**src/rtl/mux64_scan_ctrl.sv**
```systemverilog
// ============================================================================
// mux64_scan_ctrl
// Steps a 64:1 mux select through masked channels, settles, samples, and
// assembles the samples into a 64-bit result word.
// Revision: 1.0
// ============================================================================
`default_nettype none

module mux64_scan_ctrl #(
    parameter int SETTLE_W = 4
) (
    input  logic                clk,
    input  logic                rst_n,
    input  logic                start_i,
    input  logic                abort_i,
    input  logic [63:0]         chan_mask_i,
    input  logic [SETTLE_W-1:0] settle_i,
    input  logic                mux_out_i,
    output logic [5:0]          select_o,
    output logic                busy_o,
    output logic                done_o,
    output logic [63:0]         result_o,
    output logic                result_valid_o
);

    localparam logic [1:0] S_IDLE   = 2'd0;
    localparam logic [1:0] S_SETTLE = 2'd1;
    localparam logic [1:0] S_SAMPLE = 2'd2;
    localparam logic [1:0] S_DONE   = 2'd3;

    logic [1:0]          state_q, state_d;
    logic [5:0]          select_q, select_d;
    logic [63:0]         mask_q, mask_d;
    logic [SETTLE_W-1:0] settle_q, settle_d;
    logic [SETTLE_W-1:0] cnt_q, cnt_d;
    logic [63:0]         result_q, result_d;
    logic                rvalid_q, rvalid_d;
    logic                busy_q, busy_d;
    logic                done_q, done_d;

    logic                w_start_acc;
    logic [63:0]         w_above;
    logic                w_next_found;
    logic [5:0]          w_next_idx;

    function automatic logic [5:0] lowest_idx(input logic [63:0] v);
        lowest_idx = 6'd0;
        for (int i = 63; i >= 0; i--) begin
            if (v[i]) begin
                lowest_idx = i[5:0];
            end
        end
    endfunction

    assign w_start_acc  = (state_q == S_IDLE) && start_i && !abort_i;
    // 7-bit shift amount so that select 63 leaves no candidates above it.
    assign w_above      = mask_q & ({64{1'b1}} << ({1'b0, select_q} + 7'd1));
    assign w_next_found = |w_above;
    assign w_next_idx   = lowest_idx(w_above);

    always_ff @(posedge clk or negedge rst_n) begin
        if (!rst_n) begin
            state_q <= S_IDLE;
        end else begin
            state_q <= state_d;
        end
    end

    always_comb begin
        state_d = state_q;
        case (state_q)
            S_IDLE: begin
                if (w_start_acc) begin
                    state_d = (chan_mask_i == 64'd0) ? S_DONE : S_SETTLE;
                end
            end
            S_SETTLE: begin
                if (abort_i)              state_d = S_IDLE;
                else if (cnt_q == '0)     state_d = S_SAMPLE;
            end
            S_SAMPLE: begin
                if (abort_i)              state_d = S_IDLE;
                else if (w_next_found)    state_d = S_SETTLE;
                else                      state_d = S_DONE;
            end
            default: state_d = S_IDLE;
        endcase
    end

    always_comb begin
        select_d = select_q;
        mask_d   = mask_q;
        settle_d = settle_q;
        cnt_d    = cnt_q;
        result_d = result_q;
        rvalid_d = rvalid_q;
        case (state_q)
            S_IDLE: begin
                if (w_start_acc) begin
                    mask_d   = chan_mask_i;
                    settle_d = settle_i;
                    result_d = 64'd0;
                    rvalid_d = 1'b0;
                    if (chan_mask_i != 64'd0) begin
                        select_d = lowest_idx(chan_mask_i);
                        cnt_d    = settle_i;
                    end
                end
            end
            S_SETTLE: begin
                if (!abort_i && cnt_q != '0) begin
                    cnt_d = cnt_q - 1'b1;
                end
            end
            S_SAMPLE: begin
                if (!abort_i) begin
                    result_d[select_q] = mux_out_i;
                    if (w_next_found) begin
                        select_d = w_next_idx;
                        cnt_d    = settle_q;
                    end
                end
            end
            default: ;
        endcase
        if (state_d == S_DONE) begin
            rvalid_d = 1'b1;
        end
        busy_d = (state_d == S_SETTLE) || (state_d == S_SAMPLE);
        done_d = (state_d == S_DONE);
    end

    always_ff @(posedge clk or negedge rst_n) begin
        if (!rst_n) begin
            select_q <= 6'd0;
            mask_q   <= 64'd0;
            settle_q <= '0;
            cnt_q    <= '0;
            result_q <= 64'd0;
            rvalid_q <= 1'b0;
            busy_q   <= 1'b0;
            done_q   <= 1'b0;
        end else begin
            select_q <= select_d;
            mask_q   <= mask_d;
            settle_q <= settle_d;
            cnt_q    <= cnt_d;
            result_q <= result_d;
            rvalid_q <= rvalid_d;
            busy_q   <= busy_d;
            done_q   <= done_d;
        end
    end

    assign select_o       = select_q;
    assign busy_o         = busy_q;
    assign done_o         = done_q;
    assign result_o       = result_q;
    assign result_valid_o = rvalid_q;

endmodule

`default_nettype wire
```
**config.mk**
```make
export PLATFORM = sky130hd
export DESIGN_NAME = mux64_scan_ctrl
export DESIGN_NICKNAME = d
export VERILOG_FILES = /design/src/rtl/mux64_scan_ctrl.sv
export SDC_FILE = /design/constraint.sdc
export NUM_CORES = 1
export LEC_CHECK = 0
export BUFFER_PORTS_ARGS = -buffer_cell sky130_fd_sc_hd__buf_2
export CORE_UTILIZATION = 50
export DETAILED_ROUTE_END_ITERATION = 6
export PLACE_DENSITY = 0.78
export RECOVER_POWER = 25
export SKIP_CTS_REPAIR_TIMING = 1
export SLEW_MARGIN = 20
export SYNTH_ARGS = -nofsm -noshare
export SYNTH_HDL_FRONTEND = slang
export SYNTH_SLANG_ARGS = --single-unit
```
**constraint.sdc**
```tcl
create_clock -name clk -period 3.3 [get_ports clk]
set_input_delay 0.165 -clock clk [delete_from_list [all_inputs] [get_ports clk]]
set_output_delay 0.165 -clock clk [all_outputs]
set_load 0.05 [all_outputs]
```
==> results.sh <==
export IMPL_finalWorstSetupSlack_ns=-0.262
export IMPL_clk_pin_slew_ns=0.07
export IMPL_syn_num_nets=1243
export IMPL_hold_path_depth=2
export IMPL_antenna_left=0
export IMPL_grt_busiest_layer="met2"
export IMPL_start_util_pct=51.4
export IMPL_use_met2_pct=58.3
export IMPL_dieArea_um2=20800
export IMPL_reg2reg_slack_ns=-0.26
export IMPL_synth_edf_count=0
export IMPL_drc=0
export IMPL_hold_start="chan_mask_i[41]"
export IMPL_pre_cts_ws_ns=-0.339
export IMPL_p_leak_nw=6.22
export IMPL_worst_setup_path_end_kind="flop"
export IMPL_placedCellCount=1704
export IMPL_min_period_over_period_pct=108
export IMPL_drt_pass1_iter_count=6
export IMPL_crit_path_start_kind="flop"
export IMPL_max_slew_margin_rel_pct=-48.4
export IMPL_slew_viol_final=87
export IMPL_fmax_mhz=281
export IMPL_final_cell_area_um2=13900
export IMPL_antenna_found_initial=0
export IMPL_cts_sinks=147
export IMPL_vias_per_cell=6.37
export IMPL_grt_pass1_wl_um=57600
export IMPL_clock_latency_ns=0.44
export IMPL_r2r_end="busy_o"
export IMPL_violations="negative hold slack, max-capacitance violations, max-slew violations, negative setup slack"
export IMPL_ctsRootBufferMaster="clkbuf_16"
export IMPL_fin_setup_tns_ns=-2.22
export IMPL_reg2reg_depth=15
export IMPL_use_met3_pct=8.15
export IMPL_dieWidth_um=144
export IMPL_synth_warnings=0
export IMPL_netlist_area_um2=10100
export IMPL_power_density_nw_per_um2=1020
export IMPL_port_buffers=145
export IMPL_maxCapViolations=1
export IMPL_place_area_um2=12600
export IMPL_multi_input_area_um2=6480
export IMPL_crit_type="reg -> reg"
export IMPL_core_um2=19700
export IMPL_post_dp_hpwl_um=28800
export IMPL_htreeDepth=4
export IMPL_synth_top_area_share_pct=36.4
export IMPL_clock_path_buffers=2
export IMPL_wl_um=38500
export IMPL_die_y_um=144
export IMPL_io_pins=146
export IMPL_final_util_pct=70.8
export IMPL_ys_types=88
export IMPL_num_fill_cells=1568
export IMPL_p_total_mw=14.2
export IMPL_fin_skew_ns=0.00795
export IMPL_cts_tree="built"
export IMPL_rsz0062_at_grt="true"
export IMPL_syn_area_per_cell_um2=8.71
export IMPL_cts_inserted_buffers=17
export IMPL_final_cells=1760
export IMPL_ys_flop_type="dfrtp_1"
export IMPL_tightest_slew_ns=2.23
export IMPL_cp_arrival_ns=3.88
export IMPL_n_antenna_cell=0
export IMPL_drive_gt1_share_pct=38.1
export IMPL_r2r_start="select_o[0]"
export IMPL_critPathMaxFanout=12
export IMPL_via_count=11200
export IMPL_status="complete, but fails checks"
export IMPL_grt_pass1_vias=10500
export IMPL_netlist_top_cells_area="dfrtp_1, o21ai_0, mux2_2, a22o_1, nand2_1"
export IMPL_synth_cells=1160
export IMPL_overflow=0
export IMPL_min_period_ns=3.56
export IMPL_gp_congestion=1.09
export IMPL_hold_class="in -> reg"
export IMPL_syn2layout_area_growth_pct=37.8
export IMPL_required_ns=3.62
export IMPL_ir_worst_vdd_v=0.000515
export IMPL_grt_start_max_net_pins=88
export IMPL_worstSetupStartpoint="select_o[0]"
export IMPL_layout_nets=1565
export IMPL_hold_viol=2
export IMPL_netlist_top_cell_by_area="dfrtp_1"
export IMPL_drt_initial_drc_count=1014
export IMPL_ys_seq_elements=147
export IMPL_grt_use_total_pct=36.8
export IMPL_grt_use_met1_pct=47.9
export IMPL_setup_viol=14
export IMPL_seq_area_frac_synth_pct=36.4
export IMPL_finalHoldWorstSlack_ns=-0.00686
export IMPL_async_reset_ff_share_pct=100
export IMPL_std_cell_rows=51
export IMPL_min_to="mask_q[41]"
export IMPL_wire_per_inst_um=21.9
export IMPL_final_seq_area_um2=3690
==> state kept, by name, indices dropped and copies added (netlist names) <==
register	count
result_valid_o	1
settle_q	4
state_q	2
mask_q	64
select_o	6
done_o	1
result_o	64
busy_o	1
cnt_q	4
==> final cells by class <==
type	instances	share of cell area, %
Multi-Input combinational cell	906	46.6
Sequential cell	147	26.5
Timing Repair Buffer	376	19.0
Clock buffer	17	3.06
Tap cell	265	2.38
Clock inverter	15	1.50
Inverter	34	0.962
==> where the power goes <==
part | total, mW | switching (mW) | internal, mW
sequential | 2.95 | 0.619 | 2.33
combinational | 9.13 | 4.99 | 4.14
clock | 2.14 | 0.911 | 1.23
==> metal layers <==
layer	share of wire (%)	vias to the layer above	wire length, um
li1	-	5074	-
met5	0	-	0
met3	8.0	108	3090
met1	42	5416	16100
met2	46	611	17900
met4	3.6	0	1380
==> kinds of logic (layout without fill, tap and decap cells) <==
group / count (synthesis) / in the layout / share of synthesized area [%]
muxes: 63 / 63 / 7.07
xor gates and xnor gates: 7 / 7 / 0.682
and+or+nand+nor: 346 / 346 / 17.6
adders and majority gates: 10 / 10 / 1.24
buffers and inverters: 107 / 442 / 4.96
AOI/OAI and AO/OA: 480 / 480 / 32.1
DFF: 147 / 147 / 36.4
==> worst max-delay path, cell delays in order, from the launching register on <==
cell      delay (ns)
dfrtp_4         0.47
buf_4           0.13
nand3_2         0.21
buf_4           0.28
nor3_2          0.28
buf_4           0.19
o31ai_1         0.07
buf_4           0.15
o221ai_1        0.14
a41oi_2         0.19
nand4b_1        0.26
or3_4           0.46
a21oi_2         0.15
a21oi_1         0.05
nor2_1          0.17
ha_1            0.25
==> cells in the mapped netlist, drive strengths merged (6+ instances only) <==
master,instances
o211ai,17
nor3,30
a211oi,14
o22ai,13
o31ai,14
nand2b,11
inv,34
buf,31
a22oi,12
a22o,66
and3,11
o211a,6
a32oi,6
clkbuf,42
o21ai,189
dfrtp,147
nor2b,11
o221ai,7
a31oi,10
mux2,61
nand3,41
or3,8
nor2,76
and2,6
nor4,19
a2bb2oi,6
ha,10
nand2,95
a21oi,52
or4,6
nor3b,6
==> cell usage in the layout, fill, tap and decap left out, types with 25 or more instances in the layout <==
cell	n
a22o_1	66
nand2_1	86
buf_2	142
dfrtp_1	142
o21ai_0	179
inv_1	31
nor3_1	25
buf_4	201
a21oi_1	47
nand3_1	36
mux2_2	58
nor2_1	74
==> worst max-delay path by stage <==
stage,end,slack (ns),cells after the start
floorplan,cnt_q[2],0.0005,12
global placement,result_valid_o,-0.39,15
detailed placement,busy_o,-0.34,13
CTS,select_o[0],-0.40,14
global route,busy_o,-0.34,14
finish,busy_o,-0.26,15
No activity file was read; power rests on OpenSTA's default activity.
